`src/rtl/switch_conditioner_if.sv`:
```
// Switch conditioner bus: groups the raw switch inputs, the software clear
// requests and the conditioned outputs that feed the data memory switch port.
//   sw_raw     : asynchronous raw switch levels from the pins
//   clr_events : per-bit clear request for the sticky change flags
//   switches   : debounced stable levels
//   sw_changed : one-cycle pulse per bit whose stable level just changed
//   sw_event   : sticky per-bit change flag
//   any_event  : OR of sw_event
interface switch_conditioner_if #(
    parameter int unsigned N = 10
);
    logic [N-1:0] sw_raw;
    logic [N-1:0] clr_events;
    logic [N-1:0] switches;
    logic [N-1:0] sw_changed;
    logic [N-1:0] sw_event;
    logic         any_event;

    // Board / software side: drives pins and clears, observes conditioned state.
    modport master (
        output sw_raw,
        output clr_events,
        input  switches,
        input  sw_changed,
        input  sw_event,
        input  any_event
    );

    // Conditioner side.
    modport slave (
        input  sw_raw,
        input  clr_events,
        output switches,
        output sw_changed,
        output sw_event,
        output any_event
    );
endinterface

```
`src/rtl/switch_conditioner.sv`:
```
// Slide-switch input conditioner. Each raw line is brought into the clock
// domain through a two-flop synchroniser and then debounced independently:
// a new synchronised level must persist for DEBOUNCE_CYCLES consecutive cycles
// before it is accepted into the stable output. Accepts produce a registered
// one-cycle pulse and set a sticky flag that software clears per bit.
//   clk   : processor clock, rising edge
//   reset : synchronous, active-high
//   bus   : switch_conditioner_if slave (sw_raw, clr_events in;
//           switches, sw_changed, sw_event, any_event out)
module switch_conditioner #(
    parameter int unsigned N               = 10,
    parameter int unsigned DEBOUNCE_CYCLES = 16
) (
    input logic                 clk,
    input logic                 reset,
    switch_conditioner_if.slave bus
);
    localparam int unsigned   CW       = $clog2(DEBOUNCE_CYCLES + 1);
    localparam logic [CW-1:0] CntLast  = CW'(DEBOUNCE_CYCLES - 1);

    typedef enum logic {StStable, StPending} state_e;

    logic [N-1:0] sync1_q;
    logic [N-1:0] s_q;
    logic [N-1:0] switches_q;
    logic [N-1:0] switches_d;
    logic [N-1:0] sw_changed_q;
    logic [N-1:0] sw_event_q;
    logic [N-1:0] accept;

    for (genvar i = 0; i < N; i++) begin : g_bit
        state_e        state_q, state_d;
        logic [CW-1:0] cnt_q, cnt_d;
        logic          acc;

        always_ff @(posedge clk) begin
            if (reset) begin
                state_q <= StStable;
                cnt_q   <= '0;
            end else begin
                state_q <= state_d;
                cnt_q   <= cnt_d;
            end
        end

        always_comb begin
            state_d = state_q;
            cnt_d   = cnt_q;
            acc     = 1'b0;
            unique case (state_q)
                StStable: begin
                    if (s_q[i] != switches_q[i]) begin
                        // A one-cycle debounce has nothing to wait for.
                        if (DEBOUNCE_CYCLES == 1) begin
                            acc = 1'b1;
                        end else begin
                            state_d = StPending;
                            cnt_d   = CW'(1);
                        end
                    end
                end
                StPending: begin
                    if (s_q[i] == switches_q[i]) begin
                        // Glitch ended before it was accepted.
                        state_d = StStable;
                        cnt_d   = '0;
                    end else if (cnt_q == CntLast) begin
                        acc     = 1'b1;
                        state_d = StStable;
                        cnt_d   = '0;
                    end else begin
                        cnt_d = cnt_q + CW'(1);
                    end
                end
                default: begin
                    state_d = StStable;
                    cnt_d   = '0;
                end
            endcase
        end

        assign accept[i] = acc;
    end

    // An accept always means s differs from switches, so take s on accept.
    assign switches_d = (accept & s_q) | (~accept & switches_q);

    always_ff @(posedge clk) begin
        if (reset) begin
            sync1_q      <= '0;
            s_q          <= '0;
            switches_q   <= '0;
            sw_changed_q <= '0;
            sw_event_q   <= '0;
        end else begin
            sync1_q      <= bus.sw_raw;
            s_q          <= sync1_q;
            switches_q   <= switches_d;
            sw_changed_q <= accept;
            // Set wins over a clear on the same edge so no change is lost.
            sw_event_q   <= accept | (sw_event_q & ~bus.clr_events);
        end
    end

    assign bus.switches   = switches_q;
    assign bus.sw_changed = sw_changed_q;
    assign bus.sw_event   = sw_event_q;
    assign bus.any_event  = |sw_event_q;
endmodule
```
`src/flat_wrapper.sv`:
```
// flat-port wrapper written by rule: the top's interface ports become plain ports
module switch_conditioner_flat 
#(
    parameter int unsigned N               = 10,
    parameter int unsigned DEBOUNCE_CYCLES = 16
)
  (clk, reset, bus_sw_raw, bus_clr_events, bus_switches, bus_sw_changed, bus_sw_event, bus_any_event);
  switch_conditioner_if #(.N(N)) bus_i ();
  input logic clk;
  input logic reset;
  input wire logic [$bits(bus_i.sw_raw)-1:0] bus_sw_raw;
  input wire logic [$bits(bus_i.clr_events)-1:0] bus_clr_events;
  output wire logic [$bits(bus_i.switches)-1:0] bus_switches;
  output wire logic [$bits(bus_i.sw_changed)-1:0] bus_sw_changed;
  output wire logic [$bits(bus_i.sw_event)-1:0] bus_sw_event;
  output wire logic [$bits(bus_i.any_event)-1:0] bus_any_event;
  assign bus_i.sw_raw = bus_sw_raw;
  assign bus_i.clr_events = bus_clr_events;
  assign bus_switches = bus_i.switches;
  assign bus_sw_changed = bus_i.sw_changed;
  assign bus_sw_event = bus_i.sw_event;
  assign bus_any_event = bus_i.any_event;
  switch_conditioner #(.N(N), .DEBOUNCE_CYCLES(DEBOUNCE_CYCLES)) u_core (.clk(clk), .reset(reset), .bus(bus_i));
endmodule
```
`config.mk`:
```
export PLATFORM = sky130hd
export DESIGN_NAME = switch_conditioner_flat
export DESIGN_NICKNAME = d
export VERILOG_FILES = /design/src/rtl/switch_conditioner_if.sv /design/src/rtl/switch_conditioner.sv /design/src/flat_wrapper.sv
export SDC_FILE = /design/constraint.sdc
export NUM_CORES = 1
export LEC_CHECK = 0
export ABC_AREA = 1
export CAP_MARGIN = 20
export CORE_MARGIN = 3
export CORE_UTILIZATION = 28
export CTS_BUF_LIST = sky130_fd_sc_hd__clkbuf_4 sky130_fd_sc_hd__clkbuf_8 sky130_fd_sc_hd__clkbuf_16
export DETAILED_ROUTE_END_ITERATION = 16
export PLACE_DENSITY = 0.56
export SLEW_MARGIN = 20
export SYNTH_ARGS = -nofsm -noshare
export SYNTH_HDL_FRONTEND = slang
export SYNTH_SLANG_ARGS = --single-unit
```
`constraint.sdc`:
```
create_clock -name clk -period 4 [get_ports clk]
set_clock_uncertainty 0.2 [all_clocks]
set_input_delay 0.8 -clock clk [delete_from_list [all_inputs] [get_ports clk]]
set_output_delay 0.8 -clock clk [all_outputs]
set_load 0.01 [all_outputs]
```
; ---- Yosys cells after proc, flatten, opt, wreduce, memory -nomap -nowiden
; Cells that the tools add are included.
[classes]
addsub = 10
eq_ne = 40
n_mux = 110
bitwise = 17
reduce_logical = 1
[ops]
columns = operator, count
row1 = $mux W5, 30
row2 = $pmux W5 S2, 10
row3 = $mux W1, 60
row4 = $add A5 B1 Y5 const B, 10
row5 = $eq A5 B4 Y1 const B, 10
row6 = $and A10 B10 Y10, 3
row7 = $ne A2 B1 Y1 const B, 10
row8 = $not A10 Y10, 2
row9 = $or A10 B10 Y10, 2
row10 = $pmux W1 S2, 10
row11 = $eq A1 B1 Y1, 10
row12 = $ne A1 B1 Y1, 10
row13 = $not A1 Y1, 10
row14 = $reduce_or A10 Y1, 1
[word_totals]
register_bits = 110
word_cells = 203

; ---- Logic depth before layout (Yosys ltp)
[logic_depth]
ltp_word = 7
depth_mapped = 7
ltp_nobuf = 7

; ---- Least setup slack after synthesis
; Ideal clock, no wire load.
[synth_timing]
path_type = reg2out
startpoint = reg u_core.sw_event_q[6], in the netlist u_core.bus.sw_event[6]
endpoint = out bus_any_event
t_arrival_ns = 0.745
required_ns = 3.000
setup_slack_ns = 2.255
path_stages_with_launch = 3
path_cell_list = dfxtp_1 -> nor4_1 -> nand3_1
[synth_via]
elab_chain_len = 1
[synth_lines]
columns = element, line_no
row1 = from (decl), switch_conditioner.sv:28  ; logic [N-1:0] sw_event_q;
row2 = from (signal assigned), switch_conditioner.sv:101  ; sw_event_q <= accept | (sw_event_q & ~bus.clr_events);
row3 = $reduce_or A10 Y1, switch_conditioner.sv:108  ; assign bus.any_event = |sw_event_q;
row4 = to (decl), flat_wrapper.sv:16  ; output wire logic [$bits(bus_i.any_event)-1:0] bus_any_event;
; Every way passes these cells.

; ---- Worst setup path after layout
[layout_timing]
startpoint = reg u_core.sw_event_q[2], in the netlist u_core.bus.sw_event[2]
endpoint = out bus_any_event
; Same word-level chain as after synthesis.

==> out/metrics.yaml <==
synthesis:
  seq_area_frac_synth_pct: 47.39
  synth_simple_gate_area_share_pct: 30.75
  synth_compound_area_share_pct: 10.34
  synth_xor_area_share_pct: 0
  synth_area_leader_cell: "dfxtp_1"
  synth_cell_types: 29
  ys_warn_count: 0
  synth_nets: 684
  synth_top_family_by_area: "simple AND/OR/NAND/NOR gates"
  netlist_instances: 652
  synth_fa_ha_area_share_pct: 2.693
  netlist_area_um2: 4647
  synthTopCellsByArea: "dfxtp_1 (47%), nand2_1 (14%), inv_1 (6.9%)"
  avgSynthCellArea_um2: 7.127
  ys_seq_elements: 110
  synth.area.mux_share_pct: 0
  yosysTopAreaCellShare_pct: 47.39
pwr:
  ir_worst_vdd_v: 0.0001994
  p_leak_uw: 0.002365
  cellPowerDensity_nw_per_um2: 364.2
route:
  drt_iter0_drc: 207
  drc: 0
  wl_per_cell_um: 9.960
  vias_per_cell: 4.207
  routed_wl_mm: 9.223
  num_vias: 3896
  final_antenna_net_count: 0
  dr.pass1.iters: 4
critical_path:
  path_class: "reg -> out"
  worstPathMaxFanout: 3
  start_kind: "flop"
  crit_required_ps: 3000
  cp_data_arrival_time_ps: 1960
  end_kind: "primary output"
timing:
  setup_viol: 0
  fin_tns_setup_ps: 0
  hold_viol: 0
  relSlewSlack_pct: 52.38
  tightestPinTransition_ps: 707.7
  period_needed_ps: 2957
  finalCritPeriodShare_pct: 73.92
  drv_slew: 0
  rsz0062_at_grt: "no"
  fmax_ghz: 0.3382
global_routing:
  grt_max_degree: 64
  top_usage_layer: "met2"
  grt_pass1_vias: 3567
  grt_pass1_wl_mm: 16.15
  grt_use_met3_pct: 4.098
  grt_use_met1_pct: 14.35
  antenna_found_initial: 0
  grt-ovfl-total: 0
  grt.total_usage_pct: 10.83
  grtUsageMet2_pct: 16.79
flow_run:
  cap_viol_max_count: 0
final_layout:
  n_antenna_cell: 0
  nets: 737
  final_cell_mix: "nand2_1 (178), dfxtp_1 (110), inv_1 (85)"
  final.fill_count: 1704
  layout-drive-gt1-share_pct: 6.620
  instances_no_fill: 926
  area_growth_pct: 21.81
  layout_commonest_cell: "nand2_1"
floorplan:
  die_h_um: 134.8
  initial_core_util_pct: 28.94
  rows: 46
  coreArea_um2: 16060
  ios: 53
  die_area_um2: 18180
  chipWidth_um: 134.8
clock_tree:
  cts_buffers: 9
  root_buffer: "clkbuf_16"
  clkSinkCount: 110
  clk_latency_ps: 340
  cts_buffer_depth: 2
  ctsHoldBuffers: 0
  post_cts_resized: 0
  cts_setup_buffers: 0
  clk_pin_slew_ps: 70
  htreeDepth: 3
  cts_tree: "done"
hold_path:
  min_path_type: "reg -> reg"
placement:
  dpl.hpwl_mm: 6.615
  dp_cells: 910
  gp_congestion: 0.7310
  port_buffers: 52
status:
  status: "completed"
==> through the flow <==
step | hold WS [ps] | setup slack, ps | power (uW) | util [%] | area, um^2
2_1_floorplan | 188.3 | 2255 | 1208 | - | 4647
6_report | 201.6 | 1043 | 2062 | 35.25 | 5660
5_1_grt | 221.7 | 749.4 | 2149 | 35.25 | 5660
3_3_place_gp | 191.5 | 1294 | 1244 | 33.50 | 5379
4_1_cts | 202.1 | 930.1 | 2102 | 35.25 | 5660
3_5_place_dp | 192.3 | 1321 | 1244 | 33.50 | 5379
==> worst max-delay path, stage by stage (launching register included) <==
cell	delay, ps
dfxtp_1	320
nor4_1	640
nand3_1	130
clkdlybuf4s50_1	520
==> per-layer routing <==
| metal | part of all wire, % | routed length (um) |
|---|---|---|
| met1 | 51 | 4731 |
| met2 | 42 | 3866 |
| met3 | 5.9 | 544 |
| met4 | 0.87 | 80 |
| met5 | 0 | 0 |
==> final timing paths <==
| kind | cells after the start | start | slack, ps | end |
|---|---|---|---|---|
| max reg2reg | 6 | u_core.g_bit[5].cnt_q[0] | 2490 | flop |
| min | 2 | u_core.sync1_q[8] | 200 | u_core.s_q[8] |
| min reg2reg | 2 | u_core.sync1_q[8] | 200 | u_core.s_q[8] |
| max | 3 | u_core.bus.sw_event[2] | 1040 | bus_any_event |
==> cells by family (layout without fill, tap and decap cells) <==
| family | count (synthesis) | after routing |
|---|---|---|
| AOI/OAI and AO/OA | 93 | 93 |
| buffers and inverters | 104 | 162 |
| adders and majority gates | 10 | 10 |
| DFF | 110 | 110 |
| and+or+nand+nor | 335 | 335 |
==> cell usage after synthesis, drive strengths merged <==
cell type,count
nor2,96
nand2,181
a21oi,62
nor3,9
buf,10
o32ai,1
nand3,37
clkbuf,1
dfxtp,110
o211a,1
nor4,2
inv,93
ha,10
nand4,10
o21ai,28
a211oi,1
==> state kept, by name (all words and copies together), names as in the netlist, named ones only <==
signal / count
u_core.g_bit.cnt_q: 50
u_core.bus.sw_changed: 10
u_core.bus.sw_event: 10
u_core.g_bit.state_q: 10
u_core.s_q: 10
u_core.sync1_q: 10
==> final cells by class <==
class	count	area, um^2	share of cell area [%]
sequential	110	2202	38.90
multi-input combinational	438	2034	35.94
timing repair buffer	53	523.0	9.240
inverter	93	349.1	6.167
clock buffer	15	276.5	4.885
tap	216	270.3	4.775
clock inverter	1	5.005	0.08842
==> power by group <==
part	leakage (uW)	internal (uW)	switching [uW]	total (uW)
Combinational	0.00133	38.0	49.9	87.9
Sequential	0.000892	1110	15.4	1130
Clock	0.000145	474	371	846
(Power assumes the default switching activity.)
